==> src/rtl/class_sum_scheduler.sv <==
// class_sum_scheduler
// Sequences one Tsetlin Machine inference through the class-vote datapath.
// Clause-output beats are folded into a signed per-class vote. Each finished
// class total goes to argmax as a one-cycle argmax_ena strobe. Once argmax
// reports done, a one-cycle infer_done pulse is sent upstream.
// Optional feature: define CLASS_SUM_SAT_EN to make the accumulator saturate
// instead of wrap. This build also adds a sticky sat_flag output.
module class_sum_scheduler #(
    parameter int LANES  = 8,
    parameter int SUM_W  = 14,
    parameter int BEAT_W = 8
) (
    input  logic                     clk,
    input  logic                     rst,
    input  logic                     start,
    input  logic                     clause_valid,
    output logic                     clause_ready,
    input  logic [LANES-1:0]         clause_out,
    input  logic [3:0]               SPI_NUM_CLASS,
    input  logic [BEAT_W-1:0]        SPI_NUM_BEAT,
    output logic                     argmax_ena,
    output logic [SUM_W-1:0]         class_summation,
    output logic [3:0]               class_idx,
    input  logic                     argmax_done,
    output logic                     busy,
    output logic                     infer_done
`ifdef CLASS_SUM_SAT_EN
   ,output logic                     sat_flag
`endif
);

    // Width of a per-polarity popcount and of the signed per-beat vote.
    localparam int CNT_W  = $clog2(LANES / 2 + 1);
    localparam int VOTE_W = CNT_W + 1;

    typedef enum logic [1:0] {
        S_IDLE,
        S_ACCUM,
        S_EMIT,
        S_WAIT
    } state_t;

    state_t                  state_q, state_d;
    logic signed [SUM_W-1:0] acc_q, acc_d;
    logic [BEAT_W-1:0]       beat_cnt_q, beat_cnt_d;
    logic [3:0]              class_cnt_q, class_cnt_d;
    logic [3:0]              num_class_q, num_class_d;
    logic [BEAT_W-1:0]       num_beat_q, num_beat_d;
    logic [SUM_W-1:0]        sum_q, sum_d;
    logic [3:0]              idx_q, idx_d;
    logic                    infer_done_q, infer_done_d;

    logic [CNT_W-1:0]        pos_cnt;
    logic [CNT_W-1:0]        neg_cnt;
    logic signed [VOTE_W-1:0] beat_vote;
    logic signed [SUM_W:0]   sum_wide;
    logic signed [SUM_W-1:0] acc_sum;
    logic                    last_beat;
    logic                    last_class;

`ifdef CLASS_SUM_SAT_EN
    localparam logic signed [SUM_W-1:0] SAT_MAX = {1'b0, {(SUM_W-1){1'b1}}};
    localparam logic signed [SUM_W-1:0] SAT_MIN = {1'b1, {(SUM_W-1){1'b0}}};

    logic                    sat_flag_q, sat_flag_d;
    logic                    clamp_hit;
`endif

    // Popcount of the positive (even) and negative (odd) clause lanes of the current beat.
    always_comb begin
        pos_cnt = '0;
        neg_cnt = '0;
        for (int i = 0; i < LANES; i++) begin
            if (clause_out[i]) begin
                if ((i % 2) == 0) begin
                    pos_cnt = pos_cnt + CNT_W'(1);
                end else begin
                    neg_cnt = neg_cnt + CNT_W'(1);
                end
            end
        end
    end

    // The signed vote of one beat lies in [-LANES/2, LANES/2].
    // It is added one bit wider than the accumulator, so any overflow shows up as a sign disagreement.
    assign beat_vote = $signed({1'b0, pos_cnt}) - $signed({1'b0, neg_cnt});
    assign sum_wide  = {acc_q[SUM_W-1], acc_q}
                     + {{(SUM_W + 1 - VOTE_W){beat_vote[VOTE_W-1]}}, beat_vote};

`ifdef CLASS_SUM_SAT_EN
    // Clamp the new accumulator value to the signed range and flag the clamp.
    always_comb begin
        clamp_hit = 1'b0;
        acc_sum   = sum_wide[SUM_W-1:0];
        if (sum_wide[SUM_W] != sum_wide[SUM_W-1]) begin
            clamp_hit = 1'b1;
            acc_sum   = sum_wide[SUM_W] ? SAT_MIN : SAT_MAX;
        end
    end
`else
    assign acc_sum = sum_wide[SUM_W-1:0];
`endif

    // A latched count of zero stands for the full range.
    // Comparing against count-1 in the counter's own width handles that case for free.
    assign last_beat  = (beat_cnt_q == (num_beat_q - BEAT_W'(1)));
    assign last_class = (class_cnt_q == (num_class_q - 4'd1));

    // State and datapath registers.
    // Reset is synchronous and also aborts an inference in flight.
    always_ff @(posedge clk) begin
        if (rst) begin
            state_q      <= S_IDLE;
            acc_q        <= '0;
            beat_cnt_q   <= '0;
            class_cnt_q  <= '0;
            num_class_q  <= '0;
            num_beat_q   <= '0;
            sum_q        <= '0;
            idx_q        <= '0;
            infer_done_q <= 1'b0;
`ifdef CLASS_SUM_SAT_EN
            sat_flag_q   <= 1'b0;
`endif
        end else begin
            state_q      <= state_d;
            acc_q        <= acc_d;
            beat_cnt_q   <= beat_cnt_d;
            class_cnt_q  <= class_cnt_d;
            num_class_q  <= num_class_d;
            num_beat_q   <= num_beat_d;
            sum_q        <= sum_d;
            idx_q        <= idx_d;
            infer_done_q <= infer_done_d;
`ifdef CLASS_SUM_SAT_EN
            sat_flag_q   <= sat_flag_d;
`endif
        end
    end

    // Next-state logic.
    // The class total and index are loaded on the final beat, so they are already valid during the EMIT cycle.
    // They then hold until the next strobe.
    always_comb begin
        state_d      = state_q;
        acc_d        = acc_q;
        beat_cnt_d   = beat_cnt_q;
        class_cnt_d  = class_cnt_q;
        num_class_d  = num_class_q;
        num_beat_d   = num_beat_q;
        sum_d        = sum_q;
        idx_d        = idx_q;
        infer_done_d = 1'b0;
`ifdef CLASS_SUM_SAT_EN
        sat_flag_d   = sat_flag_q;
`endif

        case (state_q)
            S_IDLE: begin
                if (start) begin
                    state_d     = S_ACCUM;
                    acc_d       = '0;
                    beat_cnt_d  = '0;
                    class_cnt_d = '0;
                    num_class_d = SPI_NUM_CLASS;
                    num_beat_d  = SPI_NUM_BEAT;
`ifdef CLASS_SUM_SAT_EN
                    sat_flag_d  = 1'b0;
`endif
                end
            end

            S_ACCUM: begin
                if (clause_valid) begin
                    acc_d      = acc_sum;
                    beat_cnt_d = beat_cnt_q + BEAT_W'(1);
`ifdef CLASS_SUM_SAT_EN
                    if (clamp_hit) begin
                        sat_flag_d = 1'b1;
                    end
`endif
                    if (last_beat) begin
                        state_d = S_EMIT;
                        sum_d   = acc_sum;
                        idx_d   = class_cnt_q;
                    end
                end
            end

            S_EMIT: begin
                if (last_class) begin
                    state_d = S_WAIT;
                end else begin
                    state_d     = S_ACCUM;
                    class_cnt_d = class_cnt_q + 4'd1;
                    acc_d       = '0;
                    beat_cnt_d  = '0;
                end
            end

            S_WAIT: begin
                if (argmax_done) begin
                    state_d      = S_IDLE;
                    infer_done_d = 1'b1;
                end
            end

            default: begin
                state_d = S_IDLE;
            end
        endcase
    end

    assign clause_ready    = (state_q == S_ACCUM);
    assign argmax_ena      = (state_q == S_EMIT);
    assign busy            = (state_q != S_IDLE);
    assign class_summation = sum_q;
    assign class_idx       = idx_q;
    assign infer_done      = infer_done_q;
`ifdef CLASS_SUM_SAT_EN
    assign sat_flag        = sat_flag_q;
`endif

endmodule

==> config.mk <==
export PLATFORM = sky130hd
export DESIGN_NAME = class_sum_scheduler
export DESIGN_NICKNAME = d
export VERILOG_FILES = /design/src/rtl/class_sum_scheduler.sv
export SDC_FILE = /design/constraint.sdc
export NUM_CORES = 1
export LEC_CHECK = 0
export CORE_ASPECT_RATIO = 0.6
export CORE_MARGIN = 2
export CORE_UTILIZATION = 40
export CTS_CLUSTER_DIAMETER = 30
export DETAILED_ROUTE_END_ITERATION = 8
export PLACE_DENSITY_LB_ADDON = 0.05
export SYNTH_ARGS = -nofsm -noshare
export SYNTH_HDL_FRONTEND = slang
export SYNTH_SLANG_ARGS = --single-unit
==> constraint.sdc <==
create_clock -name clk -period 8.1 [get_ports clk]
set_clock_uncertainty 0.1 [all_clocks]
set_input_delay 2.025 -clock clk [delete_from_list [all_inputs] [get_ports clk]]
set_output_delay 2.025 -clock clk [all_outputs]
set_load 0.1 [all_outputs]
# After elaboration in Yosys (flattened, before gate mapping)
# Index checks and enable logic that the tools add are counted.
# totals
reg_bits	59
out_inout_bits	22
word_cells	68
# classes
addsub	12
eq_ne	10
n_mux	26
bitwise	1
n_reduce_logical	10
# op_table
cell	count
2-to-1 mux 14 bit	3
one-hot mux 14 bit (3 select lines)	1
2-to-1 mux 8 bit	3
one-hot mux 8 bit (3 select lines)	1
adder 3 x 1 -> 3 bit (second input constant)	6
2-to-1 mux 3 bit	6
adder 14 x 4 -> 14 bit	1
2-to-1 mux 2 bit	5
adder 8 x 1 -> 8 bit (second input constant)	1
equality test 8 bit	1
2-to-1 mux 4 bit	2
!= test 2 bit (second input constant)	4
one-hot mux 2 bit (4 select lines)	1
one-hot mux 4 bit (2 select lines)	1
AND reduction 4 bit	2
subtractor 8 x 1 -> 8 bit (second input constant)	1
AND reduction 3 bit	2
adder 4 x 1 -> 4 bit (second input constant)	1
equality test 2 bit (second input constant)	2
equality test 4 bit	1
nonzero test 2 bit	2
subtractor 3 x 3 -> 4 bit	1
subtractor 4 x 1 -> 4 bit (second input constant)	1
2-to-1 mux 1 bit	3
other kinds (7)	7

# Depth between registers and ports, before layout
# depth
ltp_word	11
ltp_mapped	18
depth_no_buf	17

# Worst setup path before layout
# OpenSTA, ideal clock, no wires.
# synth_path
path_kind	input-to-reg
startpoint	input port clause_out[0]
endpoint	register sum_q[13], in the netlist class_summation[13]
setup_ns	0.070
arrival_time_ns	5.484
path_slack_ns	2.445
stages	18
cell_sequence	inv_1 ha_1 xor2_1 ha_1 mux2i_1 inv_1 ha_1 nand2_1 o21ai_0 inv_1 ha_1 clkbuf_1 a21oi_1 o21ai_0 a211oi_1 nor3_1 or3b_1 a21oi_1
# synth_between
elab_chain_cells	9
# synth_rtl
item	line	text
start, declared	18	input logic [LANES-1:0] clause_out,
2-to-1 mux 1 bit (*)	74	if (clause_out[i]) begin
adder 3 x 1 -> 3 bit	76	pos_cnt = pos_cnt + CNT_W'(1);
2-to-1 mux 3 bit (*)	74	
adder 3 x 1 -> 3 bit	76	
2-to-1 mux 3 bit (*)	74	
adder 3 x 1 -> 3 bit	76	
2-to-1 mux 3 bit (*)	74	
subtractor 3 x 3 -> 4 bit (*)	86	assign beat_vote = $signed({1'b0, pos_cnt}) - $signed({1'b0, neg_cnt});
adder 14 x 4 -> 14 bit (*)	88	+ {{(SUM_W + 1 - VOTE_W){beat_vote[VOTE_W-1]}}, beat_vote};
end signal, assigned	132	sum_q <= sum_d;
end, declared	49	logic [SUM_W-1:0] sum_q, sum_d;
# Mark *: on every way between the ends. The rest lies on a longest branch, timed or not.
# A chain may end at the register's enable or synchronous reset.

# Worst setup path in the final report
# layout_path
startpoint	input port clause_out[0]
endpoint	register acc_q[10]
# layout_between
elab_chain_cells	11
# layout_rtl
item	line	text
2-to-1 mux 1 bit (*)	74	
adder 3 x 1 -> 3 bit	76	
2-to-1 mux 3 bit (*)	74	
adder 3 x 1 -> 3 bit	76	
2-to-1 mux 3 bit (*)	74	
adder 3 x 1 -> 3 bit	76	
2-to-1 mux 3 bit (*)	74	
subtractor 3 x 3 -> 4 bit (*)	86	
adder 14 x 4 -> 14 bit (*)	88	
2-to-1 mux 14 bit (*)	174	if (clause_valid) begin
one-hot mux 14 bit (3 select lines) (*)	158	case (state_q)
end signal, assigned	114	acc_q <= '0;
end signal, assigned	127	acc_q <= acc_d;
end, declared	44	logic signed [SUM_W-1:0] acc_q, acc_d;
# Mark *: on every way between the ends. The rest lies on a longest branch, timed or not. The select of a mux whose other input is x is not followed.

==> qor.yml <==
timing:
  hold_viol_final: 0
  slew_violations: 0
  slew_headroom_pct: 33.4
  period_needed_ps: 6490
  setup_viol: 0
  fin_tns_setup_ps: 0
  period_share_pct: 80.1
  tightest_slew_ps: 1000
  fmax_mhz: 154
  rsz0062_at_grt: "no"
  whs_ps: 368
clocking:
  cts_made_buffers: 9
  clock_latency_ps: 330
  cts-hold-fix-buffers: 0
  path_clk_slew_ps: 50
  cts_setup_buffers: 0
  root_buffer: "clkbuf_16"
  clockBufferDepth: 2
  cts_resized: 0
  htreeDepth: 3
  cts_tree: "built"
  cts.sink_count: 59
worst_setup_path:
  crit_path_frequent_cell: "ha_1"
  critPathBufInv: 4
  cp-startpoint: "clause_out[0]"
  path_class: "primary input to flop"
  path_cells: "clkdlybuf4s50_1 -> inv_1 -> ha_1 -> xor2_1 -> ha_1 -> mux2i_1 -> inv_1 -> ha_1 -> nand2_1 -> o21ai_0 -> inv_1 -> ha_1 -> a21oi_1 -> o21a_1 -> a21oi_1 -> a2111oi_0 -> a22oi_1 -> nor2_1"
  worstPathArrival_ps: 6640
  worst-path-max-fanout: 10
  cpLargestDelayFamily: "compound AO/OA/AOI/OAI gates"
  cp-end-kind: "flop"
  cpPeakStageDelay_ps: 600
  critPathLaunchType: "primary input"
  r2r_start: "num_beat_q[0]"
  slowest_stage: "a2111oi_0"
  cp_data_required_time_ps: 8260
finish:
  multi_input_area_sq_um: 2200
  antenna_cells: 0
  drive_above_1_share_pct: 4.72
  filler_cell_count: 856
  final_cell_area_sq_um: 4390
  postLayoutCoreUtil_pct: 51.5
  seqCellArea_sq_um: 1180
  area_growth_pct: 24.4
  num-nets-final: 516
place:
  hpwl_um: 5890
  finalWeightedCongestion: 0.851
  io_buffers: 46
  placed_area_sq_um: 4060
routing:
  vias_per_cell: 5.20
  vias: 3003
  drt_iter0_markers: 158
  ant_nets: 0
  post-route-drc-count: 0
  wl_um: 8240
  wl_per_cell_um: 14.3
  drtPass1Iterations: 5
synthesis:
  yosys-top-cells-area: "dfxtp_1 (33%), ha_1 (9.9%), mux2i_1 (5.4%)"
  synth_area_sq_um: 3530
  async_reset_ff_share_pct: 0
  yosysUniqueCellTypes: 52
  syn-instance-count: 422
  ys_ff_latch: 59
  synth_top_area_share_pct: 33.5
  avgSynthCellArea_sq_um: 8.36
  synth_nets: 477
  dominantRegCellSynth: "dfxtp_1"
  yosysWarnings: 0
  yosysSeqAreaShare_pct: 33.5
  synth_top_cell_by_area: "dfxtp_1"
  synth_edf_count: 0
floorplanning:
  chipHeight_um: 76.7
  rows: 26
  dieArea_sq_um: 9610
  initial_core_util_pct: 41.4
  die_w_um: 125
  ios: 47
  core-area_sq_um: 8520
min_path:
  hp-start: "class_summation[13]"
  min_path_type: "flop to flop"
global_route:
  antenna_found_initial: 0
  grt_pass1_vias: 2806
  grt_max_degree: 54
  grt_first_pass_wirelength_um: 13900
  grt_util_all_layers_pct: 18.2
  grt_overflow_total: 0
power_and_ir_drop:
  finalPower_mw: 1.06
  leakage_nw: 1.85
  vdd_ir_drop_max_v: 0.000110
  power.density_nw_per_um2: 243
job:
  maxCapViolCount: 0
run_status:
  outcome: "completed"
## per-stage QoR
stage / instances / setup slack, ps
floorplan: 422 / 2450
global placement: 562 / 1420
detailed placement: 562 / 1230
CTS: 578 / 1560
global route: 578 / 1180
finish: 578 / 1610
## sequential cells by signal (all words and copies together) (netlist names)
name             cells
class_summation     14
beat_cnt_q           8
acc_q               14
infer_done           1
num_class_q          4
class_idx            4
state_q              2
num_beat_q           8
class_cnt_q          4
## synth_stat cells (4+ instances only)
cell type	count
a211oi_1	5
a21oi_1	30
a22oi_1	13
and2_1	4
clkbuf_1	15
dfxtp_1	59
ha_1	28
inv_1	21
mux2i_1	19
nand2_1	46
nand2b_1	4
nand3_1	14
nor2_1	48
nor2b_1	4
nor3_1	9
o21ai_0	8
xnor2_1	20
xor2_1	16
## layout make-up
class	instances	area share [%]
Multi-Input combinational cell	323	50.1
Sequential cell	59	26.9
Timing Repair Buffer	47	10.6
Clock buffer	11	5.76
Tap cell	112	3.19
Inverter	21	1.80
Clock inverter	5	1.71
## path summary, 6_finish.rpt
path | to | slack (ps) | cells after the start
worst max-delay path | acc_q[10] | 1610 | 18
worst min-delay path | class_summation[13] | 370 | 2
worst max register to register | class_summation[13] | 5110 | 9
worst min register to register | class_summation[13] | 370 | 2
## cell usage in the layout, fill, tap and decap left out, drive strengths merged, types with 3 or more instances in the layout
cell type      Yosys  final
and2               4      4
inv               21     21
a21o               3      3
nand4              3      3
nand2             46     46
nand2b             4      4
nor4               3      3
xnor2             20     20
or3                3      3
o211ai             3      3
clkinv             0      3
o21ai              9      9
nor2              48     48
clkdlybuf4s50      0     45
ha                28     28
a21oi             30     30
o2111ai            3      3
nand3             14     14
nor2b              4      4
a22oi             13     13
mux2i             19     19
nor3               9      9
a211oi             6      6
clkbuf            16     11
xor2              16     16
dfxtp             59     59
## kinds of logic after synthesis
group	share of synthesized area (%)
buffers and inverters	4.40
DFF	33.5
and+or+nand+nor	19.9
adders and majority gates	11.1
AOI/OAI and AO/OA	16.2
muxes	6.03
xor gates and xnor gates	8.94
## report_power, final
part	leakage, nW	switching (mW)	internal, mW	total [mW]
clock network	0.165	0.136	0.284	0.420
registers	0.478	0.0112	0.302	0.314
logic	1.21	0.198	0.132	0.331
total	1.85	0.345	0.719	1.06
## per-layer routing
metal	vias up	wire length (um)	GRT usage [%]	part of all wire (%)
met4	0	77	5.33	0.93
met2	61	3060	24.4	37
li1	1569	-	-	-
met5	-	0	0	0
met3	7	449	5.72	5.4
met1	1366	4650	27.3	56
## tightest hold or removal path, stage by stage (launching register included)
cell     delay [ps]
dfxtp_1         310
nand2_1          60
a21oi_1          60
No activity file was read; power rests on OpenSTA's default activity.
